[src/rtl/fifo_prog.sv]
// fifo_prog: synchronous FIFO with programmable almost-full/almost-empty
// thresholds, an occupancy count and sticky overflow/underflow flags.
// Build option: define FIFO_FWFT_EN for first-word-fall-through reads;
// leave it undefined for registered reads (one-cycle read latency).
//
// Handshake: a write is accepted on a rising edge when w_req & w_ready,
// and a read when r_req & r_ready. w_ready/r_ready depend only on the
// registered count, never on the requests. A request seen while its ready
// is low is rejected: no pointer, count or memory change, only the
// matching sticky error flag is set.
module fifo_prog #(
   parameter int DATA_WIDTH = 8,
   parameter int ADDR_WIDTH = 3,
   parameter int AF_THRESH  = (2 ** ADDR_WIDTH) - 2,
   parameter int AE_THRESH  = 1
) (
   input  logic                  clk,
   input  logic                  reset,
   input  logic                  w_req,
   input  logic                  r_req,
   input  logic [DATA_WIDTH-1:0] write_data,
   input  logic                  err_clr,
   output logic [DATA_WIDTH-1:0] read_data,
   output logic                  read_valid,
   output logic                  r_ready,
   output logic                  w_ready,
   output logic                  almost_full,
   output logic                  almost_empty,
   output logic [ADDR_WIDTH:0]   fifo_count,
   output logic                  overflow,
   output logic                  underflow
);

   localparam int DEPTH = 2 ** ADDR_WIDTH;
   localparam int CW    = ADDR_WIDTH + 1;

   // Thresholds and depth at count width so all compares are unsigned CW-bit.
   localparam logic [CW-1:0] DEPTH_C = CW'(DEPTH);
   localparam logic [CW-1:0] AF_C    = CW'(AF_THRESH);
   localparam logic [CW-1:0] AE_C    = CW'(AE_THRESH);

   logic [DATA_WIDTH-1:0] mem [DEPTH];
   logic [ADDR_WIDTH-1:0] wr_ptr;
   logic [ADDR_WIDTH-1:0] rd_ptr;
   logic [CW-1:0]         count;
   logic                  wr_acc;
   logic                  rd_acc;

   assign w_ready      = (count != DEPTH_C);
   assign r_ready      = (count != '0);
   assign wr_acc       = w_req & w_ready;
   assign rd_acc       = r_req & r_ready;
   assign almost_full  = (count >= AF_C);
   assign almost_empty = (count <= AE_C);
   assign fifo_count   = count;

   // Pointer and occupancy bookkeeping; pointers wrap modulo DEPTH.
   always_ff @(posedge clk or posedge reset) begin
      if (reset) begin
         wr_ptr <= '0;
         rd_ptr <= '0;
         count  <= '0;
      end else begin
         if (wr_acc) wr_ptr <= wr_ptr + ADDR_WIDTH'(1);
         if (rd_acc) rd_ptr <= rd_ptr + ADDR_WIDTH'(1);
         case ({wr_acc, rd_acc})
            2'b10:   count <= count + CW'(1);
            2'b01:   count <= count - CW'(1);
            default: count <= count;
         endcase
      end
   end

   // Storage array; contents are deliberately left unreset.
   always_ff @(posedge clk) begin
      if (wr_acc) mem[wr_ptr] <= write_data;
   end

`ifdef FIFO_FWFT_EN
   // Head word is always on the output; r_req just pops it.
   assign read_data  = mem[rd_ptr];
   assign read_valid = r_ready;
`else
   // Registered read: load the head word on an accepted read, valid for one cycle.
   always_ff @(posedge clk or posedge reset) begin
      if (reset) begin
         read_data  <= '0;
         read_valid <= 1'b0;
      end else begin
         read_valid <= rd_acc;
         if (rd_acc) read_data <= mem[rd_ptr];
      end
   end
`endif

   // Sticky error flags; a new error in the clear cycle keeps the flag set.
   always_ff @(posedge clk or posedge reset) begin
      if (reset) begin
         overflow  <= 1'b0;
         underflow <= 1'b0;
      end else begin
         if (w_req & ~w_ready) overflow <= 1'b1;
         else if (err_clr)     overflow <= 1'b0;
         if (r_req & ~r_ready) underflow <= 1'b1;
         else if (err_clr)     underflow <= 1'b0;
      end
   end

endmodule

[config.mk]
export PLATFORM = sky130hd
export DESIGN_NAME = fifo_prog
export DESIGN_NICKNAME = d
export VERILOG_FILES = /design/src/rtl/fifo_prog.sv
export SDC_FILE = /design/constraint.sdc
export NUM_CORES = 1
export LEC_CHECK = 0
export ABC_CLOCK_PERIOD_IN_PS = 4200
export CAP_MARGIN = 20
export CORE_ASPECT_RATIO = 1.5
export CORE_UTILIZATION = 56
export DETAILED_ROUTE_END_ITERATION = 8
export PLACE_DENSITY_LB_ADDON = 0.2
export SLEW_MARGIN = 20
export SYNTH_ARGS = -nofsm -noshare
export SYNTH_HDL_FRONTEND = slang
export SYNTH_SLANG_ARGS = --single-unit
[constraint.sdc]
create_clock -name clk -period 4.2 [get_ports clk]
set_input_delay 0.84 -clock clk [delete_from_list [all_inputs] [get_ports clk]]
set_output_delay 0.84 -clock clk [all_outputs]
set_load 0.01 [all_outputs]
Word level (Yosys, flattened, before mapping)
Memory sizes are Yosys's and may differ from the RTL's. A register that Yosys moved wholly into a read port is not among the register bits.
Index checks and enable logic that the tools add are counted.
W data, S select, Z words.
{ "totals": {"input_bits": 13, "elab_cells": 32, "mem_bits_rw": 64, "mem_count": 1, "register_bits": 13} }
{ "mem_list": {"columns": ["memory", "depth", "width", "read_ports", "rd_ports_with_merged_regs", "write_ports", "line", "rtl"], "rows": [
  ["mem", 8, 8, 1, 1, 1, "42", "logic [DATA_WIDTH-1:0] mem [DEPTH];"]
]} }
{ "classes": {"order_cmp": 2, "n_reduce_logical": 4, "muxes": 6, "n_eq_ne": 3, "n_bitwise": 6, "add_sub_neg": 4} }
{ "ops": {"columns": ["operator", "n"], "rows": [
  ["$pmux W4 S2", 1],
  ["$add A3 B1 Y3 const B", 2],
  ["$reduce_bool A2 Y1", 3],
  ["$mux W1", 5],
  ["$add A4 B1 Y4 const B", 1],
  ["$and A1 B1 Y1", 4],
  ["$ge A4 B3 Y1 const B", 1],
  ["$le A4 B1 Y1 const B", 1],
  ["$ne A4 B4 Y1 const B", 1],
  ["$reduce_bool A4 Y1", 1],
  ["$sub A4 B1 Y4 const B", 1],
  ["$eq A2 B1 Y1 const B", 1],
  ["$eq A2 B2 Y1 const B", 1],
  ["$not A1 Y1", 2]
]} }

Depth between registers and ports, before layout
Gate-level depths: netlist of the first run.
{ "logic_depth": {"word_depth": 4, "mapped_depth": 11, "depth_no_buf": 10} }

Least setup slack after synthesis of the first run
Ideal clock, no wire load.
{ "synth_timing": {"kind": "flip-flop to flip-flop", "start": "register count[0], in the netlist fifo_count[0]", "end": "register count[3], in the netlist fifo_count[3]", "required_ps": 4120, "path_stages_with_launch": 12, "path_buffers": 1, "setup_slack_ps": 1834, "synth_period_minus_slack_ps": 2366, "arrival_time_ps": 2286, "cell_sequence": "dfrtp_1 > inv_1 > ha_1 > nor3b_4 > inv_2 > nand2_1 > buf_6 > inv_1 > ha_1 > or4b_1 > a21oi_2 > xor2_1"} }
{ "synth_between": {"elab_chain_cells": 4, "word_cells_on_any_way": 10, "cone_classes": "add/sub (2); eq/ne (3); mux (1); bitwise (2); reduce/logical (2)"} }
{ "synth_rtl": {"columns": ["item", "line", "rtl"], "rows": [
  ["start, declared", "45", "logic [CW-1:0] count;"],
  ["start signal, assigned", "67", "2'b10: count <= count + CW'(1);"],
  ["start signal, assigned", "68", "2'b01: count <= count - CW'(1);"],
  ["start signal, assigned", "69", "default: count <= count;"],
  ["$reduce_bool A4 Y1 (*)", "50", "assign r_ready = (count != '0);"],
  ["net r_ready", "25", "output logic r_ready,"],
  ["$and A1 B1 Y1 (*)", "52", "assign rd_acc = r_req & r_ready;"],
  ["net rd_acc", "47", "logic rd_acc;"],
  ["$eq A2 B1 Y1 or $eq A2 B2 Y1 (tied branches)", "66", "case ({wr_acc, rd_acc})"],
  ["$pmux W4 S2 or $reduce_bool A2 Y1 (tied branches)", null, null]
]} }
The timed path passes the listed nets; every way through them passes the cells marked *.
A chain may end at the register's enable or synchronous reset.

Final worst setup path of the first run
{ "layout_timing": {"start": "register count[0], in the netlist fifo_count[0]", "end": "output port r_ready"} }
{ "layout_between": {"elab_chain_cells": 1} }
{ "layout_rtl": {"columns": ["item", "line"], "rows": [
  ["$reduce_bool A4 Y1", "50"],
  ["end, declared", "25"]
]} }
Every way passes these cells.

==> impl_metrics.json, run 1 <==
{
  "grt_busiest_layer": "met2",
  "met3_usage_pct": 4.51,
  "grt_pass1_wl_um": 10500,
  "yosysTopAreaCellShare_pct": 55.1,
  "period_share_pct": 73.0,
  "critPathBufInv": 3,
  "syn_inst": 218,
  "via_per_inst": 5.82,
  "cts_resized": 0,
  "synth.avg_cell_area_um2": 16.0,
  "track_usage_pct": 22.9,
  "final_cell_mix": "64 x edfxtp_1, 31 x clkdlybuf4s50_1, 21 x dfrtp_1",
  "rows": 34,
  "stdcell_area_um2": 4090,
  "grt_max_degree": 24,
  "grt_antenna_before_repair": 0,
  "worstPathCellList": "inv_1, ha_1, nor3b_4, inv_2, clkdlybuf4s50_1",
  "clock_path_buffers": 2,
  "vias": 1927,
  "numClockSinks": 85,
  "syn-cell-area_um2": 3490,
  "stdcell_count": 331,
  "hp-class": "register to register",
  "io_pins": 32,
  "ys_seq_area_share_pct": 70.1,
  "arrival_ns": 2.22,
  "grt_pass1_vias": 2036,
  "ys_ff_latch": 85,
  "max_slew.worst_pin.slew_ns": 1.03,
  "path_clk_slew_ns": 0.08,
  "overflow": 0,
  "finalSetupViolations": 0,
  "synthesis.yosys.warnings": 0,
  "skew_ns": 0.00977,
  "status": "complete, no violations",
  "fmax_ghz": 0.326,
  "wl_per_cell_um": 20.2,
  "hold_buffers": 0,
  "clk_latency_ns": 0.34,
  "hold_viol": 0,
  "synth_top_area_cell": "edfxtp_1",
  "place.port_buffers": 31,
  "rsz0062_at_grt": "no",
  "min_period_ns": 3.06,
  "placed_cell_area_um2": 3840,
  "hpwl_um": 4430,
  "cap_viol_max_count": 0,
  "endpoint_kind": "primary output",
  "use_met2_pct": 38.5,
  "start_util_pct": 59.0,
  "synth.area.top_cells": "edfxtp_1 55%, dfrtp_1 15%, mux2_2 5.8%",
  "drive_above_1_share_pct": 15.4,
  "whs_ns": 0.526,
  "die_w_um": 66.5,
  "worst-setup-path-type": "register to primary output",
  "dp.cells": 315,
  "cts_tree": "built",
  "peakVddDrop_mv": 0.457,
  "cts_max_level": 3,
  "drt_iter0_drc": 146,
  "relSlewSlack_pct": 30.7,
  "critPathMaxFanout": 9,
  "leakage_nw": 1.50,
  "dieArea_um2": 6560,
  "place.gp.congestion": 0.734,
  "core_um2": 5910,
  "first_pass_iters": 4,
  "power_density_nw_per_um2": 704,
  "critPathTopFamily": "buffers and inverters",
  "nets": 274,
  "wl_um": 6700,
  "yosysUniqueCellTypes": 29,
  "setup_tns_ns": 0,
  "syn-num-nets": 238,
  "cts_buffers": 9,
  "antennaDiodeCount": 0,
  "finalMaxSlewViolations": 0,
  "final_common_cell": "edfxtp_1",
  "area.growth.synth_to_final_pct": 17.3,
  "cpPeakStageDelay_ns": 0.49,
  "worstSetupStartpointType": "register",
  "drc": 0,
  "cp_slowest_cell": "clkdlybuf4s50_1",
  "root_buffer": "clkbuf_8",
  "crit_required_ns": 3.36,
  "use_met1_pct": 28.2,
  "ant_nets": 0,
  "post_cts_buffers": 0,
  "die_y_um": 98.7
}
[path summary, 6_finish.rpt]
check	startpoint	endpoint	slack (ns)	cells past startpoint
hold reg to reg	read_data[7]	read_data[7]	0.53	2
max in group asynchronous	reset	read_data[7]	2.69	2
min in group asynchronous	reset	read_data[4]	0.98	2
hold / removal	read_data[7]	read_data[7]	0.53	2
setup / recovery	fifo_count[0]	r_ready	1.14	5
setup reg to reg	fifo_count[0]	fifo_count[3]	1.38	10
[final cells by class]
type | instances | area, um2
flip-flops and latches | 85 | 2450
fillers | 417 | 1820
multi-input cells | 117 | 957
repair buffers | 32 | 318
clock buffers | 10 | 138
clock inverters | 6 | 110
well taps | 72 | 90.1
inverters | 9 | 33.8
[logic make-up after synthesis]
kind of cell	count (synthesis)	synth area share (%)
XOR/XNOR	8	2.01
buffers and inverters	16	2.58
multiplexers	35	10.7
AND/OR/NAND/NOR	30	4.88
AO/OA/AOI/OAI	37	7.21
flip-flops	85	70.1
adder cells (fa/ha/maj)	7	2.51
[cells in the mapped netlist]
library cell,count
edfxtp_1,64
dfrtp_1,21
mux2_2,18
mux2i_1,17
o21ai_0,10
o22ai_1,10
nor2_1,9
a22o_1,8
inv_1,8
o31ai_1,8
ha_1,7
xnor2_1,6
nand2_1,5
nand2b_1,4
buf_6,3
nand3_1,3
nor3_1,3
buf_4,2
xor2_1,2
a21oi_2,1
buf_1,1
clkbuf_1,1
inv_2,1
nand3b_1,1
nand3b_2,1
nand4b_1,1
nor2b_1,1
nor3b_4,1
or4b_1,1
[tightest hold or removal path, cell delays in order, from the launching register on]
cell and delay (ns):
dfrtp_1 0.35, o21ai_0 0.08, o31ai_1 0.07
[report_power, final]
group	switching [mW]	internal, mW	leakage, nW	total, mW
Sequential	0.156	1.10	0.834	1.26
Combinational	0.468	0.473	0.543	0.941
Clock	0.276	0.410	0.119	0.686
Total	0.899	1.98	1.50	2.88
[sequential cells by signal, summed over array words and instances (netlist names)]
register    cells
read_valid      1
wr_ptr          3
mem            64
read_data       8
fifo_count      4
rd_ptr          3
underflow       1
overflow        1
[layer usage]
| layer | wire length [um] | part of all wire [%] |
|---|---|---|
| met1 | 2540 | 38 |
| met2 | 3620 | 54 |
| met3 | 374 | 5.6 |
| met4 | 157 | 2.3 |
| met5 | 0 | 0 |
[stage by stage]
step                      util (%)  power (mW)  setup WS, ns
after floorplan                  -        1.88          1.83
after global placement        65.0        2.18          1.35
after detailed placement      65.0        2.22          1.29
after CTS                     69.1        2.90          1.10
after global routing          69.2        3.03          1.01
final                         69.2        2.88          1.14
Power figures use the tool's default switching activity.
==> run 2, diff against run 1 <==
--- a/config.mk
+++ b/config.mk
@@ -5,10 +5,10 @@
 export SDC_FILE = /design/constraint.sdc
 export NUM_CORES = 1
 export LEC_CHECK = 0
-export ABC_CLOCK_PERIOD_IN_PS = 4200
+export ABC_CLOCK_PERIOD_IN_PS = 2600
 export CAP_MARGIN = 20
 export CORE_ASPECT_RATIO = 1.5
-export CORE_UTILIZATION = 56
+export CORE_UTILIZATION = 51
 export DETAILED_ROUTE_END_ITERATION = 8
 export PLACE_DENSITY_LB_ADDON = 0.2
 export SLEW_MARGIN = 20
==> constraint.sdc (replaced) <==
create_clock -name clk -period 2.6 [get_ports clk]
set_input_delay 0.52 -clock clk [delete_from_list [all_inputs] [get_ports clk]]
set_output_delay 0.52 -clock clk [all_outputs]
set_load 0.01 [all_outputs]
==> run 2 against run 1 <==
Global-route usage is 2.5 points lower. Cell count grew 5.4%. Design area grew 2.8%. Total power grew 64%. Clock power increased by 68%. Combinational power rose by 71%. Routed wire length fell by 0.49%. First-iteration DRC count fell by 48%.
==> impl_metrics.json, run 2 (synthesis results as in run 1) <==
{
  "nFillCells": 491,
  "rsz0062_at_grt": "no",
  "r2r_start": "fifo_count[0]",
  "p_int_mw": 3.29,
  "min_period_ns": 2.49,
  "grt_busiest_layer": "met2",
  "setup_tns_ns": 0,
  "nets": 288,
  "wl_um": 6660,
  "max_slew.worst_pin.slew_ns": 0.724,
  "fmax_ghz": 0.401,
  "use_met2_pct": 34.9,
  "die_w_um": 69.5,
  "final_cell_mix": "64 x edfxtp_1, 31 x clkdlybuf4s50_1, 21 x dfrtp_1",
  "cts_resized": 0,
  "met3_usage_pct": 2.71,
  "finalSetupViolations": 0,
  "vias": 1945,
  "rows": 36,
  "whs_ns": 0.515,
  "use_met1_pct": 24.8,
  "peakVddDrop_mv": 0.638,
  "swShare_pct": 30.6,
  "hold_viol": 0,
  "dieArea_um2": 7180,
  "overflow": 0,
  "drive_above_1_share_pct": 19.4,
  "endpoint_kind": "primary output",
  "clock_path_buffers": 2,
  "pwr-share-comb_pct": 33.9,
  "post_cts_buffers": 0,
  "core_um2": 6580,
  "cts_tree": "built",
  "relSlewSlack_pct": 51.6,
  "grt_antenna_before_repair": 0,
  "place.port_buffers": 31,
  "p_clk_share_pct": 24.3,
  "place.gp.congestion": 0.731,
  "cts_max_level": 3,
  "cap_viol_max_count": 0,
  "rrSetupSlack_ns": 0.30,
  "clk_latency_ns": 0.35,
  "period_share_pct": 95.9,
  "grt_pass1_wl_um": 10500,
  "arrival_ns": 1.97,
  "p_sw_mw": 1.45,
  "leakage_nw": 1.58,
  "top_register": "mem",
  "crit_required_ns": 2.08,
  "power_density_nw_per_um2": 1130,
  "wl_per_cell_um": 19.1,
  "hp-class": "input pin to asynchronous set/reset pin",
  "largest_register_ffs": 64,
  "hold_buffers": 0,
  "cts_buffers": 9,
  "drc": 0,
  "worstSetupStartpointType": "register",
  "seq_power_share_pct": 41.8,
  "grt_pass1_vias": 2000,
  "final_common_cell": "edfxtp_1",
  "finish.utilization_pct": 64.0,
  "die_y_um": 103,
  "drt_iter0_drc": 76,
  "critPathMaxFanout": 7,
  "finalMaxSlewViolations": 0,
  "start_util_pct": 53.1,
  "status": "complete, no violations",
  "path_clk_slew_ns": 0.09,
  "worst_r2r_endpoint": "fifo_count[3]",
  "io_pins": 32,
  "antennaDiodeCount": 0,
  "track_usage_pct": 20.4,
  "via_per_inst": 5.57,
  "skew_ns": 0.0116,
  "ant_nets": 0,
  "worst-setup-path-type": "register to primary output",
  "reg2reg_depth": 10,
  "area.growth.synth_to_final_pct": 20.6,
  "first_pass_iters": 4,
  "root_buffer": "clkbuf_8",
  "grt_max_degree": 35,
  "hpwl_um": 4370,
  "numClockSinks": 85,
  "power_mw": 4.74
}
-- run 2: how the worst max path moves through the flow --
| stage | from | end | slack, ns | cells after the start |
|---|---|---|---|---|
| after floorplan | fifo_count[0] | fifo_count[3] | 0.23 | 11 |
| after global placement | r_req | fifo_count[3] | 0.34 | 7 |
| after detailed placement | fifo_count[0] | fifo_count[3] | 0.30 | 10 |
| after CTS | fifo_count[0] | r_ready | 0.08 | 5 |
| after global routing | fifo_count[1] | r_ready | 0.02 | 5 |
| final | fifo_count[0] | r_ready | 0.11 | 5 |
-- run 2: cell type report --
class | instances | area, um2 | share of cell area, %
sequential | 85 | 2450 | 58.1
multi-input combinational | 117 | 952 | 22.6
timing repair buffer | 46 | 423 | 10.0
clock buffer | 11 | 151 | 3.60
clock inverter | 5 | 106 | 2.53
tap | 76 | 95.1 | 2.26
inverter | 9 | 33.8 | 0.803
-- run 2: power by group through the flow --
| stage | Clock [mW] | Sequential, mW | Combinational (mW) |
|---|---|---|---|
| finish | 1.15 | 1.98 | 1.61 |
| detailed placement | 0 | 2.01 | 1.63 |
| floorplan | 0 | 2.02 | 1.01 |
| global route | 1.21 | 2.02 | 1.77 |
| global placement | 0 | 2.00 | 1.61 |
| CTS | 1.17 | 1.98 | 1.64 |
-- run 2: routing by layer --
metal,routed length (um),vias up,share of wire (%)
met1,2850,976,43
met3,154,13,2.3
met4,168,0,2.5
li1,-,931,-
met2,3490,25,52
met5,0,-,0
-- run 2: critical path, stage by stage (launching register included) --
cell             delay, ns
dfrtp_1               0.47
inv_1                 0.10
ha_1                  0.26
nor3b_4               0.17
inv_2                 0.09
clkdlybuf4s50_1       0.54
-- run 2: metrics by stage --
step / setup WS (ns) / area, um2 / std cells
floorplan: 0.234 / 3490 / 218
global placement: 0.342 / 3950 / 333
detailed placement: 0.303 / 3950 / 333
finish: 0.106 / 4210 / 349
global route: 0.0222 / 4210 / 349
CTS: 0.0833 / 4210 / 349
